===== config.mk =====
export PLATFORM = sky130hd
export DESIGN_NAME = std_div_seq
export DESIGN_NICKNAME = d
export VERILOG_FILES = /design/src/rtl/std_div_seq.sv
export SDC_FILE = /design/constraint.sdc
export NUM_CORES = 1
export LEC_CHECK = 0
export ABC_AREA = 1
export CAP_MARGIN = 20
export CORE_ASPECT_RATIO = 2
export CORE_MARGIN = 4
export CORE_UTILIZATION = 56
export DETAILED_ROUTE_END_ITERATION = 6
export PLACE_DENSITY = 0.8
export SYNTH_ARGS = -nofsm -noshare
export SYNTH_HDL_FRONTEND = slang
export SYNTH_SLANG_ARGS = --single-unit

===== constraint.sdc =====
create_clock -name clk -period 2.31 [get_ports clk]
set_input_delay 0.5775 -clock clk [delete_from_list [all_inputs] [get_ports clk]]
set_output_delay 0.5775 -clock clk [all_outputs]
set_load 0.02 [all_outputs]

===== src/rtl/std_div_seq.sv =====
// ---------------------------------------------------------------------------
// std_div_seq -- iterative restoring divider, one quotient bit per clock.
//
// A go pulse sampled in IDLE captures the operands. WIDTH restoring steps run
// in BUSY, FIX applies the sign correction and writes the registered results,
// and done pulses for exactly one cycle while the FSM sits in DONE. Results
// are held until the next FIX write. A synchronous active-high reset discards
// any in-flight operation.
//
// Parameters:
//   WIDTH   operand/result width in bits (2..64)
//   SIGNED  0 = unsigned, 1 = two's-complement truncating division
//
// Optional build macro:
//   STD_DIV_EARLY_OUT_EN  divide-by-zero and |left| < |right| finish one edge
//                         after capture instead of after WIDTH+1 edges.
//
// Ports:
//   clk            clock, rising edge
//   reset          synchronous, active-high reset
//   go             start request, sampled only in IDLE
//   left           dividend, captured on the go edge
//   right          divisor, captured on the go edge
//   out_quotient   registered quotient
//   out_remainder  registered remainder
//   done           registered one-cycle completion pulse
// ---------------------------------------------------------------------------
module std_div_seq #(
    parameter int WIDTH  = 32,
    parameter bit SIGNED = 1'b0
) (
    input  logic             clk,
    input  logic             reset,
    input  logic             go,
    input  logic [WIDTH-1:0] left,
    input  logic [WIDTH-1:0] right,
    output logic [WIDTH-1:0] out_quotient,
    output logic [WIDTH-1:0] out_remainder,
    output logic             done
);

    localparam int CW = $clog2(WIDTH + 1);

    typedef enum logic [1:0] {
        S_IDLE = 2'd0,
        S_BUSY = 2'd1,
        S_FIX  = 2'd2,
        S_DONE = 2'd3
    } state_t;

    // Two's-complement negation applied only when neg is set.
    function automatic logic [WIDTH-1:0] cond_neg(input logic [WIDTH-1:0] v,
                                                  input logic             neg);
        logic [WIDTH-1:0] res;
        if (neg) begin
            res = ~v + {{(WIDTH-1){1'b0}}, 1'b1};
        end else begin
            res = v;
        end
        return res;
    endfunction

    state_t           r_state;
    logic [CW-1:0]    r_cnt;
    logic [WIDTH-1:0] r_dvd;    // dividend magnitude; quotient bits shift in at the LSB
    logic [WIDTH-1:0] r_rem;    // partial remainder
    logic [WIDTH-1:0] r_dsr;    // divisor magnitude
    logic [WIDTH-1:0] r_left;   // original dividend, returned on divide-by-zero
    logic             r_neg_l;
    logic             r_neg_r;
    logic             r_div0;

    logic             w_neg_l;
    logic             w_neg_r;
    logic [WIDTH-1:0] w_mag_l;
    logic [WIDTH-1:0] w_mag_r;
    logic [WIDTH:0]   w_shift;
    logic [WIDTH:0]   w_diff;
    logic             w_qbit;
    logic [WIDTH-1:0] w_rem_next;
    logic             w_early;

    assign w_neg_l = SIGNED & left[WIDTH-1];
    assign w_neg_r = SIGNED & right[WIDTH-1];
    assign w_mag_l = cond_neg(left, w_neg_l);
    assign w_mag_r = cond_neg(right, w_neg_r);

    // Restoring step: the shifted remainder can never exceed twice the divisor,
    // so a clear borrow bit of the trial subtraction means "fits". A set bit in
    // the shifted value also means it fits; this only matters for robustness.
    assign w_shift    = {r_rem, r_dvd[WIDTH-1]};
    assign w_diff     = w_shift - {1'b0, r_dsr};
    assign w_qbit     = w_shift[WIDTH] | ~w_diff[WIDTH];
    assign w_rem_next = w_qbit ? w_diff[WIDTH-1:0] : w_shift[WIDTH-1:0];

`ifdef STD_DIV_EARLY_OUT_EN
    // Trivial cases: quotient is fixed and the remainder is the dividend.
    assign w_early = (right == {WIDTH{1'b0}}) || (w_mag_l < w_mag_r);
`else
    assign w_early = 1'b0;
`endif

    // Control FSM, iteration datapath and registered outputs.
    always_ff @(posedge clk) begin
        if (reset) begin
            r_state       <= S_IDLE;
            r_cnt         <= {CW{1'b0}};
            r_dvd         <= {WIDTH{1'b0}};
            r_rem         <= {WIDTH{1'b0}};
            r_dsr         <= {WIDTH{1'b0}};
            r_left        <= {WIDTH{1'b0}};
            r_neg_l       <= 1'b0;
            r_neg_r       <= 1'b0;
            r_div0        <= 1'b0;
            out_quotient  <= {WIDTH{1'b0}};
            out_remainder <= {WIDTH{1'b0}};
            done          <= 1'b0;
        end else begin
            case (r_state)
                S_IDLE: begin
                    done <= 1'b0;
                    if (go) begin
                        r_left  <= left;
                        r_neg_l <= w_neg_l;
                        r_neg_r <= w_neg_r;
                        r_div0  <= (right == {WIDTH{1'b0}});
                        r_dsr   <= w_mag_r;
                        r_cnt   <= {CW{1'b0}};
                        if (w_early) begin
                            // Preload the final quotient/remainder magnitudes and
                            // go straight to the result write; the usual sign
                            // correction then reproduces the dividend.
                            r_dvd   <= {WIDTH{1'b0}};
                            r_rem   <= w_mag_l;
                            r_state <= S_FIX;
                        end else begin
                            r_dvd   <= w_mag_l;
                            r_rem   <= {WIDTH{1'b0}};
                            r_state <= S_BUSY;
                        end
                    end else begin
                        r_state <= S_IDLE;
                    end
                end
                S_BUSY: begin
                    r_rem <= w_rem_next;
                    r_dvd <= {r_dvd[WIDTH-2:0], w_qbit};
                    r_cnt <= r_cnt + {{(CW-1){1'b0}}, 1'b1};
                    if (r_cnt == CW'(WIDTH - 1)) begin
                        r_state <= S_FIX;
                    end else begin
                        r_state <= S_BUSY;
                    end
                end
                S_FIX: begin
                    if (r_div0) begin
                        out_quotient  <= {WIDTH{1'b1}};
                        out_remainder <= r_left;
                    end else begin
                        out_quotient  <= cond_neg(r_dvd, r_neg_l ^ r_neg_r);
                        out_remainder <= cond_neg(r_rem, r_neg_l);
                    end
                    done    <= 1'b1;
                    r_state <= S_DONE;
                end
                S_DONE: begin
                    done    <= 1'b0;
                    r_state <= S_IDLE;
                end
                default: begin
                    done    <= 1'b0;
                    r_state <= S_IDLE;
                end
            endcase
        end
    end

endmodule


==> reports/metrics.yaml, run 1 <==
die:
  rows: 71
  die_h_um: 204
  fp.coreArea_sq_um: 18800
  die_area_sq_um: 21700
  start_util_pct: 57.2
  die_w_um: 106
  pin_count: 132
synth:
  avgSynthCellArea_sq_um: 6.68
  syn_nets: 1719
  ys_ff_latch: 202
  synth_top_area_share_pct: 37.5
  synth.distinct_cells: 38
  yosysTopAreaCell: "dfxtp_1"
  synthTopCellsByCount: "nand2_1 (360), inv_1 (239), dfxtp_1 (202)"
  yosys-top-cells-area: "dfxtp_1 (38%), nand2_1 (13%), inv_1 (8.3%)"
  syn_area_sq_um: 10800
  synthFlopType: "dfxtp_1"
  yosysMostFrequentCell: "nand2_1"
  yosysWarnings: 0
  ys_async_sr_fraction_pct: 0
  synth_edf_count: 0
  synth_cells: 1614
  ys_seq_area_share_pct: 37.5
critical_path:
  start_kind: "register"
  cp.arrival_ns: 2.73
  crit_fanout: 6
  cp.required_ns: 2.73
  crit_type: "register to register"
  cp-end-kind: "register"
sta:
  post-route-period-util_pct: 99.7
  worst_pin_slew_ns: 0.736
  rsz0062_at_grt: "yes"
  fin_crit_ns: 2.30
  setup_violations: 0
  clock.fmax_mhz: 434
  hold_viol: 0
  finClkSkew_ns: 0.0133
  slew_headroom_pct: 50.4
  fin_setup_tns_ns: 0
  drv_slew: 0
route:
  ant_nets: 0
  drc: 1
  drt_iter0_markers: 634
  routedWlPerCell_um: 16.9
  drtPass1Iterations: 7
  viasPerCell: 5.47
  vias: 11068
  drt-total-wl_um: 34200
clocking:
  cts_sinks: 202
  cts_tree: "yes"
  cts_buffer_depth: 3
  cts-root-buf: "clkbuf_16"
  hold_buffers: 0
  cts_made_buffers: 19
  htree_num_levels: 1
  path_clk_slew_ns: 0.07
  clock_latency_ns: 0.49
pwr:
  vdd.ir_drop.worst_v: 0.000860
  power_density_nw_per_um2: 691
  power.internal_mw: 6.55
  combPwrFrac_pct: 24.6
  pwr-share-clk_pct: 34.0
  switchingPower_mw: 2.95
  pwr-share-seq_pct: 41.4
  p_total_mw: 9.50
  sw_frac_of_total_pct: 31.0
  p_leak_nw: 6.18
run:
  cap_violations: 0
place:
  place_congestion: 0.968
  place_hpwl_um: 24700
  numPortBuffers: 131
  place_area_sq_um: 12700
min_path:
  hp-class: "register to register"
layout:
  final_area_sq_um: 13700
  area_growth_syn_to_layout_pct: 27.4
  num-nets-final: 1861
  fillers: 1572
  multi_input_area_sq_um: 5730
  drive_gt1_share_pct: 11.7
  final_core_util_pct: 72.9
  seqCellArea_sq_um: 4060
run_status:
  violations: "DRC"
  outcome: "complete, but fails checks"
grt:
  grt_pass1_wl_um: 53300
  grt_pass1_vias: 10847
  grt_max_degree: 72
  grt_util_all_layers_pct: 30.5
  overflow: 0
  grt_antenna_before_repair: 1
[path summary, 6_finish.rpt]
path | from | slack [ns] | cells after the start | end
worst max-delay path | r_dvd[31] | 0.007 | 17 | r_rem[15]
worst min-delay path | r_dsr[2] | 0.46 | 2 | r_dsr[2]
worst max register to register | r_dvd[31] | 0.007 | 17 | r_rem[15]
worst min register to register | r_dsr[2] | 0.46 | 2 | r_dsr[2]
[per-stage QoR]
| stage | setup WS, ns | hold slack [ns] | std cells |
|---|---|---|---|
| 3_5_place_dp | -0.0689 | 0.449 | 1981 |
| 6_report | 0.00715 | 0.459 | 2022 |
| 3_3_place_gp | -0.0881 | 0.444 | 1981 |
| 2_1_floorplan | 0.273 | 0.433 | 1614 |
| 5_1_grt | -0.0883 | 0.475 | 2022 |
| 4_1_cts | 0.0787 | 0.459 | 2012 |
[per-layer routing]
| metal | share of wire (%) | up-vias | routed length (um) | global-route usage (%) |
|---|---|---|---|---|
| met5 | 0 | - | 0 | 0 |
| met3 | 5.6 | 128 | 1920 | 4.24 |
| met1 | 36 | 5079 | 12400 | 33.6 |
| li1 | - | 5471 | - | - |
| met2 | 51 | 390 | 17600 | 54.4 |
| met4 | 6.9 | 0 | 2360 | 19.2 |
[final cells by class]
cell class	count	area share (%)
inverters	254	6.95
clock inverters	10	0.993
well taps	255	2.32
diodes	1	0.0182
clock buffers	21	3.52
multi-input cells	1076	41.7
flip-flops and latches	202	29.5
repair buffers	203	14.9
[flip-flops by register name (all words and copies together), names as in the netlist, named ones only]
register,count
r_cnt,6
r_dsr,32
r_left,32
done,1
out_quotient,32
out_remainder,32
r_state,1
r_rem,32
r_dvd,32
r_div0,1
[layout by cell type, fill, tap and decap left out, types with 10 or more instances in the layout]
cell	n
nand2_1	345
inv_1	235
dfxtp_1	195
o21ai_0	160
a21oi_1	137
clkdlybuf4s50_1	131
nor2_1	117
nand3_1	93
buf_4	57
o211ai_1	56
ha_1	23
clkbuf_16	23
nand2_2	19
inv_2	18
xnor2_1	14
nor2_2	12
a21oi_2	11
nand4_1	10
ha_4	10
buf_12	10
[worst max-delay path: stages, from the launching register on]
cell,delay (ns)
dfxtp_2,0.33
inv_2,0.07
ha_4,0.12
inv_2,0.04
fa_2,0.36
nand2_2,0.08
nand3_2,0.07
nand3_2,0.09
nand2_4,0.08
nand2_4,0.07
nand2_4,0.05
nand2_4,0.06
nand3_4,0.20
buf_12,0.22
buf_12,0.13
nand2_1,0.06
nand3_1,0.07
a21oi_1,0.14
[repair_timing]
item / 4_1_cts / 5_1_grt
setup buffers: 0 / 4
setup endpoints to repair: 0 / 31
resized for setup: 0 / 77
[power groups by stage]
stage	clock network (mW)	logic (mW)	registers, mW
after floorplan	0	1.23	4.10
after global placement	0	2.20	4.00
after detailed placement	0	2.22	4.01
after CTS	3.26	2.24	3.93
after global routing	3.39	2.57	3.96
final	3.23	2.34	3.93
[logic make-up (layout without fill, tap and decap cells)]
kind of cell	count (synthesis)	in the layout	synth area share, %
simple gates	645	645	25.4
compound gates	378	378	19.2
buf+inv	336	488	12.1
flops	202	202	37.5
fa+ha+maj	38	38	4.48
xor+xnor	15	15	1.22
other cells	0	1	0
Note: power is estimated with default switching activity, not from simulation.
==> run 2: changes to the inputs <==
ABC_CLOCK_PERIOD_IN_PS = 2310   (was unset)
CAP_MARGIN = unset   (was 20)
CORE_UTILIZATION = 50   (was 56)
PLACE_DENSITY = 0.73   (was 0.8)
==> run 2 against run 1 <==
Against the previous run:
- clock power is 2% higher
- first-iteration DRC count is 4.3% lower
- critical path type unchanged
- non-clock buffer count shrank 19
- the run now ends clean
- core utilization down 8.4 points
- hold slack improved by 0.0044 ns
- critical endpoint is now r_rem[0]
- register-to-register slack better by 0.05 ns
- critical path depth fell by 1
- sequential share of layout area rose by 0.19 points
- design area fell by 0.78%
- combinational power decreased by 3%
==> reports/metrics.yaml, run 2 (synthesized netlist as in run 1, its figures left out) <==
pwr:
  power.internal_mw: 6.60
  vdd.ir_drop.worst_v: 0.000661
  p_leak_nw: 6.11
  combPwrFrac_pct: 24.1
  p_total_mw: 9.49
  switchingPower_mw: 2.89
  pwr-share-clk_pct: 34.5
  pwr-share-seq_pct: 41.4
  sw_frac_of_total_pct: 30.4
  power_density_nw_per_um2: 696
clocking:
  path_clk_slew_ns: 0.07
  hold_buffers: 0
  cts_made_buffers: 19
  cts_buffer_depth: 3
  cts_sinks: 202
  clock_latency_ns: 0.49
  htree_num_levels: 1
  cts-root-buf: "clkbuf_16"
  cts_tree: "yes"
die:
  pin_count: 132
  rows: 75
  die_area_sq_um: 24100
  start_util_pct: 51.0
  die_w_um: 112
  fp.coreArea_sq_um: 21100
  die_h_um: 216
grt:
  grt_pass1_vias: 10503
  grt_antenna_before_repair: 0
  grt_util_all_layers_pct: 26.7
  overflow: 0
  grt_pass1_wl_um: 52800
  grt_max_degree: 66
sta:
  worst_pin_slew_ns: 0.592
  clock.fmax_mhz: 444
  slew_headroom_pct: 60.6
  hold_viol: 0
  fin_crit_ns: 2.25
  rsz0062_at_grt: "yes"
  finalWorstSetupSlack_ns: 0.0578
  drv_slew: 0
  finClkSkew_ns: 0.00987
  post-route-period-util_pct: 97.5
  setup_violations: 0
route:
  vias: 10736
  drt_iter0_markers: 607
  viasPerCell: 5.32
  ant_nets: 0
  routed-wl-met2_um: 17400
  wl_met3_um: 1710
  drtPass1Iterations: 6
  routedWlPerCell_um: 16.7
  drt-total-wl_um: 33700
  top_layer: "met4"
  wirelength_met1_um: 12600
  drc: 0
layout:
  area_growth_syn_to_layout_pct: 26.4
  mostFrequentLayoutCells: "nand2_1 (356), inv_1 (237), dfxtp_1 (196)"
  final_common_cell: "nand2_1"
  num-nets-final: 1842
  drive_gt1_share_pct: 10.4
  fillers: 1932
  final_core_util_pct: 64.5
  insertedDiodeCount: 0
critical_path:
  max_stage_delay_ns: 0.37
  worst-path-buf-inv: 3
  critPathTopFamily: "simple AND/OR/NAND/NOR gates"
  start_kind: "register"
  cp_cell_sequence: "inv_2, ha_4, inv_4, fa_2, nand2_2, nand3_2, nand3_2, nand2_4, nand2_4, nand2_4, nand2_4, nand3_4, clkbuf_16, o21ai_2, nand2_1, a21oi_2"
  cp.arrival_ns: 2.67
  cpMostUsedCell: "nand2_4"
  cp.required_ns: 2.73
  crit_fanout: 8
  cp-end-kind: "register"
  crit_type: "register to register"
  crit_slowest_cell: "fa_2"
place:
  numPortBuffers: 131
  place_congestion: 1.00
  place_hpwl_um: 24600
  pre_cts_slack_ns: 0.00105
min_path:
  hp-class: "register to register"
run:
  cap_violations: 0
run_status:
  outcome: "finished, final reports clean"
[run 2: tightest hold or removal path, delay by kind of cell, from the launching register on]
| kind | cells | cell delay, ns |
|---|---|---|
| compound gates | 1 | 0.05 |
| buf+inv | 1 | 0.05 |
| flops | 1 | 0.32 |
[run 2: cell type report]
class	count	area, sq um	share of cell area [%]
inverters	254	958	7.03
clock inverters	7	116	0.854
well taps	269	337	2.47
clock buffers	26	522	3.83
repair buffers	184	1930	14.2
multi-input cells	1076	5710	41.9
flip-flops and latches	202	4050	29.7
[run 2: worst paths after layout]
| path | to | cells past startpoint | slack, ns | startpoint |
|---|---|---|---|---|
| setup / recovery | r_rem[0] | 16 | 0.06 | r_dvd[31] |
| hold / removal | done | 2 | 0.46 | done |
| setup reg to reg | r_rem[0] | 16 | 0.06 | r_dvd[31] |
| hold reg to reg | done | 2 | 0.46 | done |
[run 2: repair_timing]
item / 4_1_cts / 5_1_grt
endpoints found under the setup margin: 0 / 33
gates resized for setup: 0 / 68
setup buffers: 0 / 6
[run 2: stage by stage]
step                area, sq um  hold slack, ns  cells  TNS [ns]
detailed placement        12500           0.451   1973         0
floorplan                 10800           0.433   1614         0
global route              13600           0.473   2018    -0.539
CTS                       13200           0.463   2006         0
global placement          12500           0.447   1973         0
finish                    13600           0.464   2018         0
[run 2: layer usage]
metal / vias up / track usage (%)
li1: 5443 / -
met1: 4856 / 30.1
met2: 326 / 48.8
met3: 111 / 3.62
met4: 0 / 13.0
met5: - / 0
[run 2: power by group through the flow]
stage / Clock (mW) / Combinational (mW) / Sequential, mW
after floorplan: 0 / 1.23 / 4.10
after global placement: 0 / 2.17 / 4.00
after detailed placement: 0 / 2.17 / 4.00
after CTS: 3.35 / 2.19 / 3.93
after global routing: 3.47 / 2.53 / 3.96
final: 3.28 / 2.28 / 3.93
==> run 3: changes to the inputs <==
ABC_CLOCK_PERIOD_IN_PS = 2000   (was 2310)
CORE_ASPECT_RATIO = unset   (was 2)
PLACE_DENSITY = 0.76   (was 0.73)
clock period = 2 ns   (was 2.31 ns; I/O delays follow)
==> run 3 against run 2 <==
Against the previous run:
- the flow now finishes with violations (setup timing)
- highest routed layer unchanged
- non-clock buffer count up 91
- largest cell class unchanged
- sequential power up 16%
- final cell count up 5.1%
==> reports/metrics.yaml, run 3 (synthesized netlist as in run 1, its figures left out) <==
critical_path:
  cp.arrival_ns: 2.58
  crit_type: "register to register"
  crit_slowest_cell: "fa_2"
  critPathLaunch: "r_dvd[31]"
  r2r_cells: 18
  start_kind: "register"
  r2r-start: "r_dvd[31]"
  r2r_slack_ns: -0.21
  cp_cell_sequence: "inv_2, ha_4, inv_2, fa_2, nand2_2, nand3_2, nand3_2, nand2_4, buf_6, buf_4, nand2_4, nand2_4, nand2_4, nand2_2, nand2_1, nand3_1, nand2_1, a21oi_2"
  max_stage_delay_ns: 0.35
  cp-end-kind: "register"
  crit_fanout: 2
  worst-path-buf-inv: 4
  cp.required_ns: 2.37
  cpMostUsedCell: "nand2_4"
  critPathTopFamily: "simple AND/OR/NAND/NOR gates"
  r2r_end: "r_rem[28]"
place:
  place_congestion: 0.934
  place_hpwl_um: 23900
  numPortBuffers: 131
  dpl.cell_count: 2065
die:
  die_area_sq_um: 24000
  die_w_um: 155
  pin_count: 132
  fp.coreArea_sq_um: 21100
  rows: 53
  die_h_um: 155
  start_util_pct: 51.1
route:
  drt_iter0_markers: 834
  drtPass1Iterations: 5
  vias: 11363
  ant_nets: 0
  viasPerCell: 5.36
  drc: 0
  routedWlPerCell_um: 16.2
  drt-total-wl_um: 34300
clocking:
  htree_num_levels: 1
  path_clk_slew_ns: 0.06
  cts_buffer_depth: 3
  clock_latency_ns: 0.51
  cts_sinks: 202
  hold_buffers: 0
  cts_made_buffers: 22
  cts_tree: "yes"
  cts-root-buf: "clkbuf_16"
grt:
  grt_max_degree: 99
  grt_antenna_before_repair: 0
  grt_use_met1_pct: 38.1
  grt_pass1_vias: 10834
  met2_usage_pct: 45.2
  met3_usage_pct: 4.64
  grt_pass1_wl_um: 54900
  overflow: 0
  grt_util_all_layers_pct: 27.8
  busiest_layer: "met2"
layout:
  drive_gt1_share_pct: 18.2
  mostFrequentLayoutCells: "nand2_1 (339), inv_1 (237), dfxtp_1 (193)"
  final_core_util_pct: 71.1
  area_growth_syn_to_layout_pct: 39.1
  final_common_cell: "nand2_1"
  num-nets-final: 1936
  insertedDiodeCount: 0
  final_cells: 2121
sta:
  fin_crit_ns: 2.21
  post-route-period-util_pct: 110
  worst_pin_slew_ns: 0.691
  finalWorstSetupSlack_ns: -0.206
  hold_viol: 0
  whs_ns: 0.445
  finClkSkew_ns: 0.0225
  clock.fmax_mhz: 453
  setup_violations: 33
  fin_setup_tns_ns: -4.54
  slew_headroom_pct: 53.5
  rsz0062_at_grt: "yes"
  drv_slew: 0
pwr:
  pwr-share-clk_pct: 38.6
  switchingPower_mw: 3.58
  power_density_nw_per_um2: 815
  pwr-share-seq_pct: 37.2
  p_total_mw: 12.2
  sw_frac_of_total_pct: 29.3
  power.internal_mw: 8.63
  vdd.ir_drop.worst_v: 0.000781
  p_leak_nw: 7.08
  combPwrFrac_pct: 24.2
run_status:
  violations: "setup timing"
  outcome: "complete, but fails checks"
min_path:
  hp-class: "register to register"
  min_from: "done"
  hold_end: "done"
  whs_path_depth: 2
run:
  cap_violations: 0
run 3: routing by layer:
| layer | routed length [um] | vias up | share of wire (%) |
|---|---|---|---|
| met5 | 0 | - | 0 |
| met3 | 2450 | 74 | 7.1 |
| li1 | - | 5638 | - |
| met2 | 15900 | 389 | 46 |
| met4 | 1050 | 0 | 3.1 |
| met1 | 15000 | 5262 | 44 |
run 3: worst max path at each step:
| stage | to | slack [ns] | cells past startpoint |
|---|---|---|---|
| after global routing | r_rem[28] | -0.32 | 18 |
| final | r_rem[28] | -0.21 | 18 |
| after global placement | r_div0 | -0.18 | 6 |
| after CTS | r_rem[21] | -0.19 | 18 |
| after detailed placement | r_div0 | -0.17 | 6 |
| after floorplan | r_dvd[0] | 0.02 | 15 |
run 3: tightest hold or removal path, delay by kind of cell, from the launching register on:
kind                   cells  cell delay, ns
flip-flops                 1            0.31
buffers and inverters      1            0.05
AO/OA/AOI/OAI              1            0.05
run 3: per-stage QoR:
step / cell area (sq um) / setup WS [ns]
after floorplan: 10800 / 0.0163
after global placement: 13200 / -0.184
after detailed placement: 13200 / -0.168
after CTS: 14700 / -0.190
after global routing: 15000 / -0.322
final: 15000 / -0.206
run 3: power by group through the flow:
stage | clock (mW) | combinational [mW] | sequential, mW
finish | 4.72 | 2.95 | 4.54
global route | 4.93 | 3.24 | 4.58
CTS | 4.77 | 2.86 | 4.54
detailed placement | 0 | 2.73 | 4.62
global placement | 0 | 2.69 | 4.61
floorplan | 0 | 1.42 | 4.74
run 3: repair_timing:
action                     CTS  global route
resized for setup           88            74
gates cloned                 5             0
setup endpoints to repair   43            47
buffers inserted            14             1
pin swaps                   16            31
run 3: area by class of cell:
type	count	area, sq um
clock buffer	28	634
tap	275	344
inverter	254	956
multi-input combinational	1076	6080
clock inverter	11	213
sequential	202	4060
timing repair buffer	275	2710
fill	1703	6100
